## src/rtl/lsb_mem_ctrl.sv

```systemverilog
`default_nettype none
`timescale 1ns/1ps
// ============================================================================
// Module      : lsb_mem_ctrl
// Description : Data-side memory responder for the load-store buffer. Takes
//               one load/store at a time, requests the shared 8-bit RAM/IO
//               bus, and moves the data one byte per cycle.
//
//               Loads return a sign- or zero-extended result together with
//               a one-cycle cache_ready pulse. Stores write 1, 2 or 4 bytes
//               and then pulse cache_ready, with cache_data_out = 0.
//
// Ports       : clk, rst (async, active low), rdy (global stall enable),
//               rob_clear (pipeline flush)
//               LSB side : in_lsb_ready, op_in, instr_type_in, data_addr_in,
//                          data_in, welcome_lsb, cache_ready,
//                          cache_instr_type, cache_data_out
//               Bus side : mem_req, mem_gnt, mem_din, mem_dout, mem_a,
//                          mem_wr, io_buffer_full
//
// Option      : `define IO_STALL_EN
//               - IO stores wait while io_buffer_full is high.
//               - IO loads are done as a single byte.
//               When this macro is not defined, IO addresses are handled
//               exactly like RAM.
//
// Revision    : 1.0 - initial release
// ============================================================================
module lsb_mem_ctrl #(
    parameter int ADDR_WIDTH  = 32,
    parameter int IO_BASE_BIT = 17
) (
    input  logic                  clk,
    input  logic                  rst,
    input  logic                  rdy,
    input  logic                  rob_clear,
    output logic                  welcome_lsb,
    input  logic                  in_lsb_ready,
    input  logic [2:0]            op_in,
    input  logic [6:0]            instr_type_in,
    input  logic [ADDR_WIDTH-1:0] data_addr_in,
    input  logic [31:0]           data_in,
    output logic                  cache_ready,
    output logic [6:0]            cache_instr_type,
    output logic [31:0]           cache_data_out,
    output logic                  mem_req,
    input  logic                  mem_gnt,
    input  logic [7:0]            mem_din,
    output logic [7:0]            mem_dout,
    output logic [ADDR_WIDTH-1:0] mem_a,
    output logic                  mem_wr,
    input  logic                  io_buffer_full
);

    localparam logic [6:0] C_TYPE_STORE = 7'b0100011;

    typedef enum logic [1:0] {
        S_IDLE     = 2'd0,
        S_WAIT_GNT = 2'd1,
        S_XFER     = 2'd2,
        S_DONE     = 2'd3
    } state_t;

    state_t                r_state, w_state_n;
    logic [2:0]            r_op, w_op_n;
    logic [6:0]            r_type, w_type_n;
    logic [ADDR_WIDTH-1:0] r_addr, w_addr_n;
    logic [31:0]           r_data, w_data_n;
    logic [2:0]            r_nbytes, w_nbytes_n;
    logic [2:0]            r_k, w_k_n;
    logic [31:0]           r_bytes, w_bytes_n;
    logic                  r_cache_ready, w_cache_ready_n;
    logic [6:0]            r_cache_instr_type, w_cache_instr_type_n;
    logic [31:0]           r_cache_data_out, w_cache_data_out_n;
    logic                  r_mem_req, w_mem_req_n;
    logic [7:0]            r_mem_dout, w_mem_dout_n;
    logic [ADDR_WIDTH-1:0] r_mem_a, w_mem_a_n;
    logic                  r_mem_wr, w_mem_wr_n;

    logic                  w_is_store;
    logic                  w_is_io;
    logic                  w_is_io_req;
    logic                  w_io_stall;
    logic                  w_io_single;
    logic [2:0]            w_nbytes_req;
    logic [1:0]            w_cap_idx;
    logic [1:0]            w_st_idx;
    logic [31:0]           w_cap;

    assign w_is_store  = (r_type == C_TYPE_STORE);
    assign w_is_io     = (r_addr[IO_BASE_BIT -: 2] == 2'b11);
    assign w_is_io_req = (data_addr_in[IO_BASE_BIT -: 2] == 2'b11);

`ifdef IO_STALL_EN
    assign w_io_stall  = w_is_store && w_is_io && io_buffer_full;
    assign w_io_single = (instr_type_in != C_TYPE_STORE) && w_is_io_req;
`else
    logic w_unused_io;
    assign w_io_stall  = 1'b0;
    assign w_io_single = 1'b0;
    assign w_unused_io = io_buffer_full ^ w_is_io ^ w_is_io_req;
`endif

    // During a load, RAM data lags the address by one cycle.
    // At the edge that processes byte counter k, mem_din holds byte k-1.
    assign w_cap_idx = 2'(r_k - 3'd1);
    assign w_st_idx  = 2'(r_k + 3'd1);

    always_comb begin
        w_cap = r_bytes;
        w_cap[8*w_cap_idx +: 8] = mem_din;
    end

    always_comb begin
        case (op_in[1:0])
            2'b00:   w_nbytes_req = 3'd1;
            2'b01:   w_nbytes_req = 3'd2;
            default: w_nbytes_req = 3'd4;
        endcase
        if (w_io_single) begin
            w_nbytes_req = 3'd1;
        end
    end

    // Extension is keyed on the number of bytes actually transferred.
    // This lets a single-byte IO halfword load extend from bit 7.
    function automatic logic [31:0] f_extend(input logic [31:0] w,
                                             input logic [2:0]  n,
                                             input logic        sgn);
        logic [31:0] v;
        case (n)
            3'd1:    v = {{24{sgn & w[7]}}, w[7:0]};
            3'd2:    v = {{16{sgn & w[15]}}, w[15:0]};
            default: v = w;
        endcase
        return v;
    endfunction

    always_comb begin
        w_state_n            = r_state;
        w_op_n               = r_op;
        w_type_n             = r_type;
        w_addr_n             = r_addr;
        w_data_n             = r_data;
        w_nbytes_n           = r_nbytes;
        w_k_n                = r_k;
        w_bytes_n            = r_bytes;
        w_cache_ready_n      = 1'b0;
        w_cache_instr_type_n = r_cache_instr_type;
        w_cache_data_out_n   = r_cache_data_out;
        w_mem_req_n          = r_mem_req;
        w_mem_dout_n         = r_mem_dout;
        w_mem_a_n            = r_mem_a;
        w_mem_wr_n           = r_mem_wr;

        case (r_state)
            S_IDLE: begin
                if (in_lsb_ready && !rob_clear) begin
                    w_op_n      = op_in;
                    w_type_n    = instr_type_in;
                    w_addr_n    = data_addr_in;
                    w_data_n    = data_in;
                    w_nbytes_n  = w_nbytes_req;
                    w_k_n       = 3'd0;
                    w_bytes_n   = 32'd0;
                    w_mem_req_n = 1'b1;
                    w_state_n   = S_WAIT_GNT;
                end
            end
            S_WAIT_GNT: begin
                if (rob_clear) begin
                    w_mem_req_n = 1'b0;
                    w_state_n   = S_IDLE;
                end else if (mem_gnt && !w_io_stall) begin
                    w_k_n     = 3'd0;
                    w_mem_a_n = r_addr;
                    w_state_n = S_XFER;
                    if (w_is_store) begin
                        w_mem_wr_n   = 1'b1;
                        w_mem_dout_n = r_data[7:0];
                    end else begin
                        w_mem_wr_n = 1'b0;
                    end
                end
            end
            S_XFER: begin
                if (w_is_store) begin
                    // A committed store always runs to completion,
                    // even if rob_clear is asserted.
                    if (r_k == r_nbytes - 3'd1) begin
                        w_mem_wr_n           = 1'b0;
                        w_mem_a_n            = '0;
                        w_cache_ready_n      = 1'b1;
                        w_cache_data_out_n   = 32'd0;
                        w_cache_instr_type_n = r_type;
                        w_state_n            = S_DONE;
                    end else begin
                        w_k_n        = r_k + 3'd1;
                        w_mem_a_n    = r_addr + ADDR_WIDTH'(r_k + 3'd1);
                        w_mem_dout_n = r_data[8*w_st_idx +: 8];
                    end
                end else if (rob_clear) begin
                    w_mem_req_n = 1'b0;
                    w_mem_a_n   = '0;
                    w_state_n   = S_IDLE;
                end else begin
                    if (r_k != 3'd0) begin
                        w_bytes_n = w_cap;
                    end
                    if (r_k == r_nbytes) begin
                        w_cache_data_out_n   = f_extend(w_cap, r_nbytes, ~r_op[2]);
                        w_cache_ready_n      = 1'b1;
                        w_cache_instr_type_n = r_type;
                        w_state_n            = S_DONE;
                    end else if (r_k == r_nbytes - 3'd1) begin
                        // The last address has been issued. Park the bus
                        // while the final byte arrives.
                        w_mem_a_n = '0;
                        w_k_n     = r_k + 3'd1;
                    end else begin
                        w_mem_a_n = r_addr + ADDR_WIDTH'(r_k + 3'd1);
                        w_k_n     = r_k + 3'd1;
                    end
                end
            end
            S_DONE: begin
                w_mem_req_n = 1'b0;
                w_state_n   = S_IDLE;
            end
            default: begin
                w_state_n = S_IDLE;
            end
        endcase
    end

    always_ff @(posedge clk or negedge rst) begin
        if (!rst) begin
            r_state            <= S_IDLE;
            r_op               <= 3'd0;
            r_type             <= 7'd0;
            r_addr             <= '0;
            r_data             <= 32'd0;
            r_nbytes           <= 3'd0;
            r_k                <= 3'd0;
            r_bytes            <= 32'd0;
            r_cache_ready      <= 1'b0;
            r_cache_instr_type <= 7'd0;
            r_cache_data_out   <= 32'd0;
            r_mem_req          <= 1'b0;
            r_mem_dout         <= 8'd0;
            r_mem_a            <= '0;
            r_mem_wr           <= 1'b0;
        end else if (rdy) begin
            r_state            <= w_state_n;
            r_op               <= w_op_n;
            r_type             <= w_type_n;
            r_addr             <= w_addr_n;
            r_data             <= w_data_n;
            r_nbytes           <= w_nbytes_n;
            r_k                <= w_k_n;
            r_bytes            <= w_bytes_n;
            r_cache_ready      <= w_cache_ready_n;
            r_cache_instr_type <= w_cache_instr_type_n;
            r_cache_data_out   <= w_cache_data_out_n;
            r_mem_req          <= w_mem_req_n;
            r_mem_dout         <= w_mem_dout_n;
            r_mem_a            <= w_mem_a_n;
            r_mem_wr           <= w_mem_wr_n;
        end
    end

    assign welcome_lsb      = rst && (r_state == S_IDLE);
    assign cache_ready      = r_cache_ready;
    assign cache_instr_type = r_cache_instr_type;
    assign cache_data_out   = r_cache_data_out;
    assign mem_req          = r_mem_req;
    assign mem_dout         = r_mem_dout;
    assign mem_a            = r_mem_a;
    assign mem_wr           = r_mem_wr;

endmodule
`default_nettype wire
```

## config.mk

```make
export PLATFORM = sky130hd
export DESIGN_NAME = lsb_mem_ctrl
export DESIGN_NICKNAME = d
export VERILOG_FILES = /design/src/rtl/lsb_mem_ctrl.sv
export SDC_FILE = /design/constraint.sdc
export NUM_CORES = 1
export LEC_CHECK = 0
export BUFFER_PORTS_ARGS = -buffer_cell sky130_fd_sc_hd__clkbuf_2
export CORE_MARGIN = 4
export CORE_UTILIZATION = 45
export DETAILED_ROUTE_END_ITERATION = 12
export GPL_TIMING_DRIVEN = 0
export HOLD_SLACK_MARGIN = 0.08
export PLACE_DENSITY = 0.74
export SYNTH_ARGS = -nofsm -noshare
export SYNTH_HDL_FRONTEND = slang
export SYNTH_SLANG_ARGS = --single-unit
```

## constraint.sdc

```tcl
create_clock -name clk -period 2.9 [get_ports clk]
set_input_delay 0.58 -clock clk [delete_from_list [all_inputs] [get_ports clk]]
set_output_delay 0.58 -clock clk [all_outputs]
set_load 0.01 [all_outputs]
```

== Word-level counts from Yosys, hierarchy flattened ==
Index checks and enable logic that the tools add are counted.
Word-level totals
  bits in read-only memories: 0
  register bits: 196
  bits in writable memories: 0
  latch bits: 0
  memories kept: 0
Cells by class
  divide/modulo/power cells: 0
  reduce and logical (&&, ||, !) cells: 19
  bitwise gates (word level): 3
  $mul: 0
  multiplexer cells: 60
  magnitude comparators: 0
  add/subtract/negate cells: 6
  shift operators: 3
  equal/unequal tests: 28
Operators by type and width (count)
  $mux W32: 14
  $pmux W32 S2: 3
  $mux W8: 5
  $neg A5 Y34: 1
  $shift A8 B34 Y32 const A: 1
  $shiftx A8 B34 Y32: 1
  $add A32 B4 Y32: 1
  $bwmux W32: 1
  $shiftx A32 B6 Y8: 1
  $mux W7: 4
  $mux W3: 7
  $ne A2 B2 Y1 const B: 10
  $pmux W8 S2: 1
  $ne A3 B3 Y1 const B: 5
  $reduce_and A5 Y1: 3
  $mux W2: 7
  $mux W1: 13
  $reduce_and A6 Y1: 2
  $pmux W3 S3: 1
  $ne A4 B4 Y1 const B: 2
  $pmux W2 S4: 1
  $reduce_and A8 Y1: 1
  $eq A7 B6 Y1 const B: 1
  $reduce_and A7 Y1: 1
  other kinds (21): 32

== Logic depth before layout (Yosys ltp) ==
  depth in word-level cells: 9
  mapped depth: 12

== Least setup slack after synthesis ==
Ideal clock, no wire load.
  path type: reg2reg
  from: register r_k[0]
  to: register r_mem_a[28] (netlist: mem_a[28])
  required time: 2.776 ns
  library setup time: 0.124 ns
  arrival: 2.530 ns
  setup slack: 0.246 ns
  buffers on the path: 1
  clock period less this slack: 2.654 ns
  cell stages (with the launch flop): 12
  cells stage by stage: dfrtp_1 > inv_1 > ha_1 > inv_1 > fa_1 > a21oi_1 > or3_1 > clkbuf_1 > or3_4 > o21ai_0 > a21boi_0 > o31a_1
On the way
  longest elaborated chain between the ends: 7
Ends and longest elaborated chain
  start, declared: line 70  | logic [2:0] r_k, w_k_n;
  start signal, assigned: line 260  | r_k <= w_k_n;
  $add A3 B1 Y4: line 199, 221
  $add A32 B4 Y32: line 199, 221
  $mux W32: line 190, 215
  $mux W32: line 210  | if (r_k == r_nbytes) begin
  $mux W32: line 202  | end else if (rob_clear) begin
  $mux W32: line 187  | if (w_is_store) begin
  $pmux W32 S2: line 156  | case (r_state)
  end signal, assigned: line 267  | r_mem_a <= w_mem_a_n;
  end, declared: line 77  | logic [ADDR_WIDTH-1:0] r_mem_a, w_mem_a_n;
Several ways; a longest one is shown, not always the timed one. The select of a mux whose other input is x is not followed.
A chain may end at the register's enable or synchronous reset.

== Worst setup path in the final report ==
  from: register r_state[0]
  to: register r_data[3]
On the way
  longest elaborated chain between the ends: 2
Ends and longest elaborated chain
  start, declared: line 64  | state_t r_state, w_state_n;
  start signal, assigned: line 254  | r_state <= w_state_n;
  $logic_not A2 Y1: line 156
  $reduce_and A3 Y1 (no source line)
  end signal, assigned: line 258  | r_data <= w_data_n;
  end, declared: line 68  | logic [31:0] r_data, w_data_n;
No other way between the ends.

==> out/qor.csv <==
stage,metric,value,unit
timing,clock.fmax,0.3669,GHz
critical_path,cp.required,3.21,ns
critical_path,regToRegEndpoint,r_data[3],
die,start_util,46.40,%
clock_network,cts_root_buffer,clkbuf_16,
placement,portBuffers,169,
timing,tns,0,ns
synth,yosysSeqAreaShare,51.05,%
timing,period_needed,2.726,ns
routing,drt_drc_violations_left,0,
final_layout,finish.utilization,55.76,%
critical_path,startpoint_type,flip-flop,
worst_hold_path,worstHoldPathType,input port to asynchronous set/reset pin,
critical_path,cp-endpoint,r_data[3],
synth,ys_ff_latch,194,
critical_path,cp_max_fo,10,
critical_path,end_kind,flip-flop,
power_and_ir_drop,peakVddDrop,0.0004770,V
critical_path,crit_chain,"inv_1, ha_1, clkbuf_1, nand4b_1, clkbuf_2, clkbuf_1, mux2_2",
global_route,grt_pass1_wl,42410,um
routing,drt_pass1_iterations,5,
timing,slew_headroom,47.00,%
synth,netlist.area_leader.share,51.05,%
timing,rsz0062_at_grt,no,
synth,yosysTopAreaCell,dfrtp_1,
timing,hold_viol_final,0,
job,drv_cap,0,
power_and_ir_drop,cellPowerDensity,938.4,nW/um^2
critical_path,reg2reg_setup_slack,0.17,ns
critical_path,worst_path_most_repeated_cell,clkbuf_1,
routing,via_per_inst,5.607,
clock_network,cts.reportedPaths.clkPinSlew,0.07,ns
placement,dp_hpwl,18650,um
global_route,grt_pass1_vias,8268,
timing,setup_viol,0,
routing,ant_nets,0,
die,io_pins,172,
synth,yosysWarnings,0,
critical_path,slowest_delay,0.54,ns
die,fp.coreArea,20490,um^2
timing,skew,0.01348,ns
die,die_h,153.4,um
global_route,antenna_found_initial,1,
synth,synth_edf_count,0,
clock_network,clk_latency,0.43,ns
critical_path,critPathArrivalTime,3.04,ns
routing,drt_iter0_markers,572,
critical_path,r2r.worst_path.cells,7,
die,dieArea,23520,um^2
synth,synth_fp_nets,1067,
synth,post_synth_instance_area,9509,um^2
final_layout,antenna_cells,0,
die,fp-row-count,52,
final_layout,nets,1262,
clock_network,cts_sinks,194,
global_route,overflow,0,
status,status,completed,
critical_path,startpoint,r_state[0],
synth,ys_top_cells_by_area,"dfrtp_1 51%, mux2_2 9.9%, o21ai_0 6.7%",
synth,synth_ff_type,dfrtp_1,
global_route,grt_max_degree,108,
die,die_width,153.4,um
power_and_ir_drop,power_leakage,5.067,nW
synth,syn_inst,962,
critical_path,timing.rr.start,r_state[0],
global_route,grtUsageTotal,22.03,%
critical_path,crit_slowest_cell,clkbuf_1,
routing,wire_per_inst,17.86,um
clock_network,clk_path_buf_depth,2,
timing,slew_violations,0,
timing,worst_pin_slew,0.7951,ns
final_layout,drive_above_1_share,28.21,%
timing,finalCritPeriodShare,93.99,%
clock_network,tritoncts,built,
placement,place.gp.congestion,0.8821,
final_layout,areaGrowthSynthToFinish,20.18,%
routing,finalWirelength,25720,um
synth,synthArstFlopShare,100.0,%
routing,vias,8074,
synth,yosysUniqueCellTypes,65,
clock_network,cts_buffers,17,
clock_network,cts_htree_levels,4,
critical_path,worstSetupPathType,flip-flop to flip-flop,
synth,avgSynthCellArea,9.885,um^2
synth_stat cells (all sizes together) (3+ instances only):
master    n
and4      5
mux2i    10
nand2b   18
or3       3
xnor2     4
o21ai   130
nor3     16
a211o     3
and3      3
clkbuf   44
nand3    18
o31ai    13
a21boi    4
o211ai    4
mux2     84
a21oi    37
nand3b    3
ha       15
buf      21
o311ai    5
nand2   150
nand4     9
nor2b    10
a221oi    3
o22ai    23
and2      3
dfrtp   194
inv      38
nor2     27
a22oi    10
nor4     10
a31oi    15
report_power, final:
group / total, W / switching [W] / internal [W]
Combinational: 0.00383 / 0.00216 / 0.00167
Clock: 0.00244 / 0.00111 / 0.00132
Sequential: 0.00446 / 0.000804 / 0.00366
cells in the final DEF, fill, tap and decap left out, drive strengths merged, types with 3 or more instances in the layout:
cell      instances
o22ai            23
o21ai           130
nand3            18
clkinvlp          4
or3               3
dfrtp           194
ha               15
a22oi            10
and4              5
nor3             16
and2              3
nor2b            10
buf              29
nand3b            3
nand2           150
and3              3
mux2i            10
a21oi            37
nor4             10
clkbuf          230
a211o             3
o211ai            4
o311ai            5
o31ai            13
mux2             84
nor2             27
a31oi            15
nand4             9
xnor2             4
nand2b           18
inv              44
a221oi            3
a21boi            4
metrics by stage:
| stage | setup slack (ns) | instances | total power (W) | instance area (um^2) | hold WS (ns) |
|---|---|---|---|---|---|
| floorplan | 0.2457 | 962 | 0.006903 | 9509 | 0.2844 |
| global placement | -2.531 | 1401 | 0.008233 | 10690 | 0.4511 |
| detailed placement | -0.3262 | 1402 | 0.008388 | 10730 | 0.4583 |
| CTS | 0.009146 | 1435 | 0.01071 | 11360 | 0.2325 |
| global route | 0.02009 | 1440 | 0.01148 | 11430 | 0.2588 |
| finish | 0.1742 | 1440 | 0.01072 | 11430 | 0.1901 |
layout make-up:
cell class | instances | area (um^2)
multi-input cells | 665 | 4257
clock inverters | 14 | 165.2
flip-flops and latches | 194 | 4857
plain buffers | 63 | 284.0
fillers | 1841 | 9066
inverters | 38 | 146.4
repair buffers | 178 | 942.2
well taps | 270 | 337.8
clock buffers | 18 | 439.2
worst min path at each step:
stage                     from                   to  cells after the start
finish                     rst  cache_instr_type[2]                      1
global route               rst  cache_instr_type[2]                      1
CTS                        rst  cache_instr_type[5]                      1
detailed placement  r_bytes[7]           r_bytes[7]                      2
global placement    r_bytes[1]           r_bytes[1]                      2
floorplan                  rst    cache_data_out[0]                      0
flip-flops by register name, summed over array words and instances (netlist names):
| name | flops |
|---|---|
| mem_dout | 8 |
| cache_data_out | 32 |
| r_data | 32 |
| r_type | 7 |
| cache_ready | 1 |
| r_op | 1 |
| r_nbytes | 3 |
| r_bytes | 32 |
| mem_req | 1 |
| cache_instr_type | 7 |
| mem_wr | 1 |
| r_addr | 32 |
| mem_a | 32 |
| r_k | 3 |
| r_state | 2 |
what timing repair did:
item	CTS	global route
setup buffers	1	7
endpoints found under the setup margin	75	72
hold buffers	0	0
pin swaps	0	1
resized for setup	8	11
worst max-delay path: cells and delay by family, from the launching register on:
| family | cells | cell delay [ns] |
|---|---|---|
| fa+ha+maj | 1 | 0.20 |
| buf+inv | 4 | 1.19 |
| flops | 1 | 0.37 |
| mux | 1 | 0.40 |
| simple gates | 1 | 0.45 |
kinds of logic (layout without fill, tap and decap cells):
group	after synthesis	after routing	share of synthesized area (%)
compound gates	263	263	16.22
xor+xnor	6	6	0.7105
fa+ha+maj	16	16	2.184
buf+inv	103	311	4.434
flops	194	194	51.05
mux	94	94	11.00
simple gates	286	286	14.39
routing by layer:
metal | GRT usage, % | part of all wire, % | vias up
met3 | 4.495 | 6.1 | 52
met2 | 35.42 | 48 | 310
li1 | - | - | 3807
met5 | 0 | 0.051 | -
met4 | 7.990 | 2.6 | 2
met1 | 29.77 | 43 | 3903
Power figures use the tool's default switching activity.
